[src/rtl/gpio_reg_controller_if.sv]
// PS GPIO bus: write word toward the controller, readback/status back.
interface gpio_reg_controller_if #(
   parameter int REG_WIDTH = 32
);
   logic [31:0]          gpio_in;
   logic [REG_WIDTH-1:0] gpio_out;
   logic                 wr_ack;
   logic                 overrun;

   modport master (
      output gpio_in,
      input  gpio_out,
      input  wr_ack,
      input  overrun
   );

   modport slave (
      input  gpio_in,
      output gpio_out,
      output wr_ack,
      output overrun
   );
endinterface

[src/rtl/gpio_reg_controller.sv]
// GPIO write sequencer: byte staging into config registers,
// explicit commit, and datapath readback snapshot.
module gpio_reg_controller #(
   parameter int REG_WIDTH = 32
) (
   input  logic                 clk,
   input  logic                 rst_n,
   gpio_reg_controller_if.slave bus,
   input  logic [REG_WIDTH-1:0] x_out,
   input  logic [REG_WIDTH-1:0] y_out,
   input  logic [REG_WIDTH-1:0] sin_out,
   input  logic [REG_WIDTH-1:0] cos_out,
   output logic [REG_WIDTH-1:0] user_cntr,
   output logic [REG_WIDTH-1:0] sinc_in,
   output logic [REG_WIDTH-1:0] inc_in,
   output logic [REG_WIDTH-1:0] mul_scalar,
   output logic [3:0]           reg_upd
);

   typedef enum logic [1:0] {
      IDLE,
      CAPTURE,
      DECODE
   } state_t;

   state_t               state;
   logic [24:0]          s1;
   logic [24:0]          s2;
   logic                 s3;
   logic [3:0]           lane_q;
   logic [11:0]          reg_q;
   logic [7:0]           data_q;
   logic [1:0]           sel;
   logic [REG_WIDTH-1:0] staging;
   logic [REG_WIDTH-1:0] pick;
   logic                 rise;
   logic                 is_cfg;
   logic                 is_sel;
   logic                 lane_ok;
   logic                 unused_hi;

   assign unused_hi = ^bus.gpio_in[31:25];
   assign rise      = s2[24] & ~s3;
   assign is_cfg    = (reg_q[11:2] == 10'd0);
   assign is_sel    = (reg_q == 12'h0FF);

   always_comb begin
      lane_ok = 1'b0;
      for (int i = 0; i < REG_WIDTH / 8; i++)
         if (lane_q == i[3:0])
            lane_ok = 1'b1;
   end

   always_comb begin
      pick = x_out;
      unique case (data_q[1:0])
         2'd0: pick = x_out;
         2'd1: pick = y_out;
         2'd2: pick = sin_out;
         2'd3: pick = cos_out;
      endcase
   end

   always_ff @(posedge clk or negedge rst_n) begin
      if (!rst_n) begin
         state        <= IDLE;
         s1           <= '0;
         s2           <= '0;
         s3           <= 1'b0;
         lane_q       <= '0;
         reg_q        <= '0;
         data_q       <= '0;
         sel          <= '0;
         staging      <= '0;
         user_cntr    <= '0;
         sinc_in      <= '0;
         inc_in       <= '0;
         mul_scalar   <= '0;
         reg_upd      <= '0;
         bus.gpio_out <= '0;
         bus.wr_ack   <= 1'b0;
         bus.overrun  <= 1'b0;
      end else begin
         s1      <= bus.gpio_in[24:0];
         s2      <= s1;
         s3      <= s2[24];
         reg_upd <= '0;
         unique case (state)
            IDLE: begin
               if (rise) begin
                  state  <= CAPTURE;
                  lane_q <= s2[15:12];
                  reg_q  <= s2[11:0];
                  data_q <= s2[23:16];
               end
            end
            CAPTURE: begin
               // the write action lands on the edge entering DECODE
               if (rise)
                  bus.overrun <= 1'b1;
               state      <= DECODE;
               bus.wr_ack <= ~bus.wr_ack;
               unique case (1'b1)
                  is_cfg: begin
                     if (lane_q == 4'hF) begin
                        reg_upd <= 4'b0001 << reg_q[1:0];
                        unique case (reg_q[1:0])
                           2'd0: user_cntr  <= staging;
                           2'd1: sinc_in    <= staging;
                           2'd2: inc_in     <= staging;
                           2'd3: mul_scalar <= staging;
                        endcase
                     end else if (lane_ok) begin
                        for (int i = 0; i < REG_WIDTH / 8; i++)
                           if (lane_q == i[3:0])
                              staging[i*8 +: 8] <= data_q;
                     end
                  end
                  is_sel: begin
                     sel          <= data_q[1:0];
                     bus.gpio_out <= pick;
                  end
                  default: ;
               endcase
            end
            DECODE: begin
               if (rise)
                  bus.overrun <= 1'b1;
               state <= IDLE;
            end
            default: state <= IDLE;
         endcase
      end
   end

endmodule

[src/flat_wrapper.sv]
// flat-port wrapper written by rule: the top's interface ports become plain ports
module gpio_reg_controller_flat 
#(
   parameter int REG_WIDTH = 32
)
  (clk, rst_n, x_out, y_out, sin_out, cos_out, user_cntr, sinc_in, inc_in, mul_scalar, reg_upd, bus_gpio_in, bus_gpio_out, bus_wr_ack, bus_overrun);
  gpio_reg_controller_if #(.REG_WIDTH(REG_WIDTH)) bus_i ();
  input  logic clk;
  input  logic rst_n;
  input  logic [REG_WIDTH-1:0] x_out;
  input  logic [REG_WIDTH-1:0] y_out;
  input  logic [REG_WIDTH-1:0] sin_out;
  input  logic [REG_WIDTH-1:0] cos_out;
  output logic [REG_WIDTH-1:0] user_cntr;
  output logic [REG_WIDTH-1:0] sinc_in;
  output logic [REG_WIDTH-1:0] inc_in;
  output logic [REG_WIDTH-1:0] mul_scalar;
  output logic [3:0] reg_upd;
  input wire logic [$bits(bus_i.gpio_in)-1:0] bus_gpio_in;
  output wire logic [$bits(bus_i.gpio_out)-1:0] bus_gpio_out;
  output wire logic [$bits(bus_i.wr_ack)-1:0] bus_wr_ack;
  output wire logic [$bits(bus_i.overrun)-1:0] bus_overrun;
  assign bus_i.gpio_in = bus_gpio_in;
  assign bus_gpio_out = bus_i.gpio_out;
  assign bus_wr_ack = bus_i.wr_ack;
  assign bus_overrun = bus_i.overrun;
  gpio_reg_controller #(.REG_WIDTH(REG_WIDTH)) u_core (.clk(clk), .rst_n(rst_n), .bus(bus_i), .x_out(x_out), .y_out(y_out), .sin_out(sin_out), .cos_out(cos_out), .user_cntr(user_cntr), .sinc_in(sinc_in), .inc_in(inc_in), .mul_scalar(mul_scalar), .reg_upd(reg_upd));
endmodule
[config.mk]
export PLATFORM = sky130hd
export DESIGN_NAME = gpio_reg_controller_flat
export DESIGN_NICKNAME = d
export VERILOG_FILES = /design/src/rtl/gpio_reg_controller_if.sv /design/src/rtl/gpio_reg_controller.sv /design/src/flat_wrapper.sv
export SDC_FILE = /design/constraint.sdc
export NUM_CORES = 1
export LEC_CHECK = 0
export BUFFER_PORTS_ARGS = -buffer_cell sky130_fd_sc_hd__clkbuf_2
export CORE_UTILIZATION = 35
export CTS_CLUSTER_SIZE = 24
export DETAILED_ROUTE_END_ITERATION = 12
export SKIP_CTS_REPAIR_TIMING = 1
export SKIP_LAST_GASP = 1
export SLEW_MARGIN = 0
export SYNTH_ARGS = -nofsm -noshare
export SYNTH_HDL_FRONTEND = slang
export SYNTH_SLANG_ARGS = --single-unit
[constraint.sdc]
create_clock -name clk -period 2.21 [get_ports clk]
set_clock_uncertainty 0.1 [all_clocks]
set_input_delay 0.1105 -clock clk [delete_from_list [all_inputs] [get_ports clk]]
set_output_delay 0.1105 -clock clk [all_outputs]
set_load 0.01 [all_outputs]
==> run metrics, run 1 <==
Final Max Slew Viols 0; Top Ports 328; Final ANT Viol Nets 0; Avg Cell Area, Syn 18.56 um2; die area 32430 um2; grt ovf 0; first drt pass iteration count 4; detailed placement HPWL 18.92 mm; Mapped Cells 598; Die Wd 180.1 um; CP Cell Sequence nor4_2, and4_1, buf_12, and4b_1, buf_12, mux2_2; Antenna diodes 0; drt first-iter violations 344; die height 180.1 um; CP Capture Type flip-flop; core box area 30910 um2; vias in the first global route 6690; Worst-Margin Slew 531.6 ps; Register-to-Register Path Depth 6; number of synthesized register bits 275; Max-slew headroom 0.6456; critical path arrival 2430 ps; RSZ-0062 raised after global routing no; CTS max path bufs 3; CTS Buf Count 28; Nets 1259; CTS tree done; port bufs 320; initial antenna violation count 0; Crit path depth 6; Layout Utilization 0.5113; layout cells sized above 1 0.5785; leak pwr 0.008352 uW; Clk Latency, worst-skew pair 540 ps; status finished clean; f_max 0.4727 GHz; routability cong. 0.8692; Setup Viol. Count Final 0; fin crit share 0.9572; total power 12630 uW; Pwr Density 799.2 nW/um2; Worst Setup Path Type flip-flop to flip-flop; cell family with most CP delay simple AND/OR/NAND/NOR gates; Initial Util 0.3591; Buf+Inv Stages, Crit Path 2; vias per cell 4.789; first-pass GRT wire length 41.14 mm; clk root buf clkbuf_16; final hold vios 0; library cells used by synthesis 33; Tmin final 2115 ps; routed len/inst 19.88 um; largest net degree at the start of global routing 71; num rows 64; CP required 2530 ps; Max-Cap Viols 0; Synth Warn # 0; DRC 0; maximum VDD drop 0.5980 mV; CP max-delay cell dfrtp_1; Layout area overhead 42.36%; wirelength, routed 30.04 mm; sequential element share of the synthesized area 0.6199; Clock transition at path regs 60 ps; crit start category flip-flop; cell mode on critical path buf_12; syn nets 762; Critical Path Max Stage Delay 400 ps; Hold Crit Class input port to async pin; post-route setup TNS 0 ps; Clock Sinks 275; vias post-DR 7236; mapped cell area 11100 um2; Critical Path Fanout Max 8; fillers 2582; Tot GR Track Use 0.1643; H-tree level count 1
[state kept, by name (all words and copies together) (netlist names), 8 cells and up]
signal               flops
u_core.reg_q            12
u_core.mul_scalar       32
u_core.bus.gpio_out     32
u_core.inc_in           32
u_core.s1               25
u_core.staging          32
u_core.s2               25
u_core.user_cntr        32
u_core.sinc_in          32
u_core.data_q            8
[Yosys cell counts, drive strengths merged]
master	n	area [um2]
and4b	1	10.01
and2	1	6.260
nand2	4	15.01
inv	4	15.01
nor2	7	26.28
nand4	6	103.9
nand3	3	15.01
and3	1	6.260
buf	23	219.0
ha	2	25.02
dfrtp	275	6882
a21o	1	7.510
or2	1	6.260
nand4b	1	15.01
and4bb	1	12.51
clkbuf	7	26.28
o21ai	1	5.000
nor3	1	5.000
mux4	32	720.7
xor2	1	8.760
and4	1	8.760
mux2	216	2883
nor4	5	58.80
o31ai	1	7.510
nor2b	2	12.51
[cell families after synthesis]
| family | Yosys count | synth area share |
|---|---|---|
| XOR/XNOR | 1 | 0.0007891 |
| AND/OR/NAND/NOR | 35 | 0.02716 |
| flip-flops | 275 | 0.6199 |
| adder cells (fa/ha/maj) | 2 | 0.002254 |
| AO/OA/AOI/OAI | 3 | 0.001803 |
| multiplexers | 248 | 0.3246 |
| buffers and inverters | 34 | 0.02344 |
[worst register-to-register path, cell delays in order, from the launching register on]
cell and delay [ps]:
dfrtp_1 400, nor4_2 330, and4_1 280, buf_12 150, and4b_1 270, buf_12 150
mux2_2 330
[power by group]
group	total, uW	leakage (uW)	internal, uW	switching [uW]
clock	4690	0.000455	2810	1880
sequential	5830	0.00366	5360	474
combinational	2110	0.00424	1230	877
[per-stage QoR]
| stage | hold WS, ps | worst slack (ps) | cell area, um2 | cells |
|---|---|---|---|---|
| after floorplan | -285.1 | 262.2 | 11100 | 598 |
| after global placement | -7.277 | 27.13 | 13330 | 1307 |
| after detailed placement | -0.6415 | 31.60 | 13330 | 1307 |
| after CTS | -571.2 | 35.14 | 14250 | 1357 |
| after global routing | 52.99 | 4.691 | 15800 | 1511 |
| final | 24.22 | 94.54 | 15800 | 1511 |
[path summary, 6_finish.rpt]
kind,startpoint,end,slack [ps]
worst max register to register,u_core.reg_q[3],u_core.staging[11],90
min in group clk,bus_gpio_in[0],u_core.s1[0],130
max in group asynchronous,rst_n,u_core.data_q[0],1190
worst min-delay path,rst_n,u_core.mul_scalar[29],20
worst min register to register,u_core.s1[18],u_core.s2[18],240
worst max-delay path,u_core.reg_q[3],u_core.staging[11],90
[final cells by class]
class	instances	area, um2	area share
clock buffer	47	883.3	0.05590
clock inverter	3	40.04	0.002534
inverter	4	15.01	0.0009501
multi-input combinational	289	3971	0.2513
sequential	275	6884	0.4356
tap	396	495.5	0.03135
timing repair buffer	497	3513	0.2223
[routing by layer]
| layer | routed length, um | global-route usage | vias to the layer above |
|---|---|---|---|
| met5 | 0 | 0 | - |
| met4 | 1130 | 0.03692 | 0 |
| met3 | 1372 | 0.02365 | 105 |
| met2 | 14690 | 0.2646 | 289 |
| met1 | 12850 | 0.2359 | 3667 |
| li1 | - | - | 3175 |
[cells in the final DEF (no fill, tap or decap), drive strengths merged]
master	Yosys	routed
a21o	1	1
and2	1	1
and3	1	1
and4	1	1
and4b	1	1
and4bb	1	1
buf	23	24
bufinv	0	1
clkbuf	7	366
clkinv	0	2
dfrtp	275	275
dlygate4sd3	0	154
ha	2	2
inv	4	4
mux2	216	216
mux4	32	32
nand2	4	4
nand3	3	3
nand4	6	6
nand4b	1	1
nor2	7	7
nor2b	2	2
nor3	1	1
nor4	5	5
o21ai	1	1
o31ai	1	1
or2	1	1
xor2	1	1
Note: power is estimated with default switching activity, not from simulation.
==> inputs of run 2 (changes only) <==
BUFFER_PORTS_ARGS = not set   (was -buffer_cell sky130_fd_sc_hd__clkbuf_2)
CELL_PAD_IN_SITES_DETAIL_PLACEMENT = 0   (was not set)
CELL_PAD_IN_SITES_GLOBAL_PLACEMENT = 1   (was not set)
DONT_BUFFER_PORTS = 1   (was not set)
PLACE_DENSITY_LB_ADDON = 0.1   (was not set)
==> run metrics, run 2 (synthesized netlist as in run 1, its figures left out) <==
status finished, violations left; failing checks negative hold slack; critical path arrival 2480 ps; die height 180.1 um; Hold Crit Class input port to async pin; CTS Buf Count 30; M1 GR Usage 0.2064; Worst-Margin Slew 933.3 ps; Die Wd 180.1 um; crit start category flip-flop; CP Capture Type flip-flop; Nets 952; initial antenna violation count 0; Tot GR Track Use 0.1557; fin crit share 0.9738; final hold vios 275; vias post-DR 6027; Critical Path Fanout Max 8; largest net degree at the start of global routing 276; f_max 0.4647 GHz; Clock transition at path regs 60 ps; Layout area overhead 30.67%; first-pass GRT wire length 38.79 mm; hold_ws -836.6 ps; num rows 64; Clk Latency, worst-skew pair 550 ps; most frequent cells in the layout dfrtp_1, dlygate4sd3_1, mux2_4; layout cells sized above 1 0.4113; M2 GR Usage 0.2517; post-route setup TNS 0 ps; Initial Util 0.3591; die area 32430 um2; Pwr Density 896.2 nW/um2; Tmin final 2152 ps; CP required 2540 ps; core box area 30910 um2; CTS tree done; vias in the first global route 5846; DRC 0; Max-slew headroom 0.3778; drt first-iter violations 256; M3 GR Usage 0.04022; R2R setup slack 60 ps; Final ANT Viol Nets 0; design area 14510 um2; routed len/inst 23.19 um; routability cong. 0.7887; Max-Cap Viols 0; Worst Setup Path Type flip-flop to flip-flop; detailed placement HPWL 16.51 mm; wirelength, routed 28.04 mm; Post-Place Cell Area 11640 um2; grt ovf 0; Top Ports 328; fillers 2630; Clock Sinks 275; clk root buf clkbuf_16; port bufs 0; vias per cell 4.985; CTS max path bufs 3; leak pwr 0.007079 uW; commonest non-fill, non-tap cell in the layout dfrtp_1; Setup Viol. Count Final 0; first drt pass iteration count 4; Most Crowded Layer GR met2; Final Max Slew Viols 0; maximum VDD drop 0.5682 mV; H-tree level count 1; RSZ-0062 raised after global routing no
run 2: layer usage:
metal,part of all wire,vias to the layer above
li1,-,2563
met1,0.40,3176
met2,0.50,218
met3,0.060,70
met4,0.034,0
met5,0,-
run 2: power breakdown:
group	switching (uW)	internal (uW)	leakage, uW	total, uW
Clock	2010	3320	0.000533	5330
Combinational	721	1130	0.00289	1850
Sequential	457	5360	0.00366	5810
Total	3190	9810	0.00708	13000
run 2: through the flow:
stage | util | hold slack (ps) | setup slack, ps | power [uW] | cells
finish | 0.4693 | -836.6 | 57.84 | 13000 | 1209
global placement | 0.3767 | -276.6 | 66.77 | 7466 | 981
floorplan | - | -285.1 | 262.2 | 7034 | 598
CTS | 0.4119 | -877.7 | 29.69 | 12920 | 1037
global route | 0.4692 | -870.4 | 4.885 | 13610 | 1208
detailed placement | 0.3767 | -277.4 | 58.87 | 7514 | 981
run 2: critical path: stages, from the launching register on:
cell and delay, ps:
dfrtp_1 420, nor4_4 300, and4_1 280, buf_12 150, nand4_4 110, buf_12 190
clkbuf_16 170, mux2_4 290
run 2: worst paths after layout:
path                                 startpoint               endpoint  cells past startpoint
max in group asynchronous                 rst_n       u_core.data_q[1]                      0
worst max register to register  u_core.reg_q[3]      u_core.inc_in[14]                      7
worst max-delay path            u_core.reg_q[3]      u_core.inc_in[14]                      7
worst min register to register     u_core.s1[4]           u_core.s2[4]                      0
worst min-delay path                      rst_n  u_core.mul_scalar[11]                      0
min in group clk                 bus_gpio_in[2]           u_core.s1[2]                      1
run 2: area by class of cell:
| cell class | count | area (um2) | area share |
|---|---|---|---|
| Clock buffer | 45 | 917.1 | 0.06323 |
| Sequential cell | 275 | 6884 | 0.4746 |
| Multi-Input combinational cell | 289 | 3976 | 0.2741 |
| Inverter | 4 | 15.01 | 0.001035 |
| Timing Repair Buffer | 188 | 2043 | 0.1409 |
| Clock inverter | 11 | 171.4 | 0.01182 |
| Antenna cell | 1 | 2.502 | 0.0001725 |
| Tap cell | 396 | 495.5 | 0.03416 |
==> inputs of run 3 (changes only) <==
PLACE_DENSITY = 0.69   (was not set)
PLACE_DENSITY_LB_ADDON = not set   (was 0.1)
==> run metrics, run 3 (synthesized netlist as in run 1, its figures left out) <==
status finished, violations left; failing checks negative hold slack; fin crit share 0.9714; f_max 0.4658 GHz; first drt pass iteration count 6; H-tree level count 1; wirelength, routed 29.04 mm; design area 14240 um2; post-route setup TNS 0 ps; routability cong. 0.9420; port bufs 0; die area 32430 um2; Critical Path Max Stage Delay 410 ps; crit start category flip-flop; Top Ports 328; Die Wd 180.1 um; Register-to-Register Path Depth 6; num rows 64; Clk Latency, worst-skew pair 550 ps; final hold vios 275; CP Capture Type flip-flop; Tot GR Track Use 0.1625; clk root buf clkbuf_16; Layout Utilization 0.4606; routed len/inst 24.34 um; Critical Path Fanout Max 8; R2R Path Start u_core.reg_q[3]; initial antenna violation count 2; vias in the first global route 5896; Nets 935; vias per cell 5.086; core box area 30910 um2; maximum VDD drop 0.5851 mV; Crit. Startpoint u_core.reg_q[3]; critical path arrival 2470 ps; hold_ws -834.0 ps; Clock Sinks 275; cell mode on critical path buf_12; CTS max path bufs 3; R2R setup slack 60 ps; Tmin final 2147 ps; Pwr Density 907.5 nW/um2; grt ovf 0; DRC 0; Hold Crit Class input port to async pin; Worst Setup Path Type flip-flop to flip-flop; CTS tree done; Max-slew headroom 0.6149; Worst-Margin Slew 577.7 ps; cell family with most CP delay simple AND/OR/NAND/NOR gates; Buf+Inv Stages, Crit Path 2; CP required 2530 ps; Setup Viol. Count Final 0; CP max-delay cell dfrtp_1; Final Max Slew Viols 0; drt first-iter violations 303; commonest non-fill, non-tap cell in the layout dfrtp_1; detailed placement HPWL 18.18 mm; Max-Cap Viols 0; first-pass GRT wire length 39.92 mm; layout cells sized above 1 0.4144; largest net degree at the start of global routing 276; most frequent cells in the layout dfrtp_1, dlygate4sd3_1, mux2_4; Final ANT Viol Nets 0; Post-Place Cell Area 11630 um2; Layout area overhead 28.25%; Worst R2R End u_core.staging[1]; Initial Util 0.3591; Clock transition at path regs 60 ps; RSZ-0062 raised after global routing no; leak pwr 0.006961 uW; total power 12920 uW; die height 180.1 um; CP Cell Sequence nor4_4, and4_1, buf_12, and4bb_2, buf_12, mux2_2; vias post-DR 6068; CTS Buf Count 29
run 3: per-stage QoR:
stage          setup WS [ps]  cells  hold WS, ps
4_1_cts                10.24   1036       -868.0
3_5_place_dp           38.33    982       -277.9
5_1_grt                3.609   1190       -864.0
3_3_place_gp           59.07    982       -277.6
2_1_floorplan          262.2    598       -285.1
6_report               63.25   1193       -834.0
run 3: worst register-to-register path, cell delays in order, from the launching register on:
cell and delay (ps):
dfrtp_1 410, nor4_4 320, and4_1 290, buf_12 150, and4bb_2 270, buf_12 140, mux2_2 340
run 3: routing by layer:
metal | vias up | wire length, um | global-route usage | part of all wire
met1 | 3239 | 11680 | 0.2088 | 0.40
met5 | - | 0 | 0 | 0
li1 | 2514 | - | - | -
met4 | 0 | 851 | 0.03966 | 0.029
met3 | 66 | 1617 | 0.04972 | 0.056
met2 | 249 | 14890 | 0.2685 | 0.51
run 3: where the power goes:
part           total (uW)  switching [uW]  internal [uW]  leakage (uW)
Sequential           5850             500           5350       0.00366
Combinational        1850             754           1100       0.00278
Clock                5210            1990           3220      0.000519
run 3: layout make-up:
| cell class | count | area [um2] |
|---|---|---|
| fillers | 2661 | 16670 |
| flip-flops and latches | 275 | 6884 |
| multi-input cells | 289 | 3976 |
| repair buffers | 172 | 1818 |
| clock buffers | 40 | 837.1 |
| well taps | 396 | 495.5 |
| clock inverters | 14 | 202.7 |
| inverters | 4 | 15.01 |
| diodes | 3 | 7.507 |
run 3: worst max path at each step:
stage / end / slack, ps / cells after the start
after global routing: u_core.staging[10] / 4 / 6
after floorplan: u_core.staging[0] / 260 / 6
after global placement: u_core.staging[10] / 60 / 6
final: u_core.staging[1] / 60 / 6
after detailed placement: u_core.mul_scalar[8] / 40 / 6
after CTS: u_core.mul_scalar[5] / 10 / 6
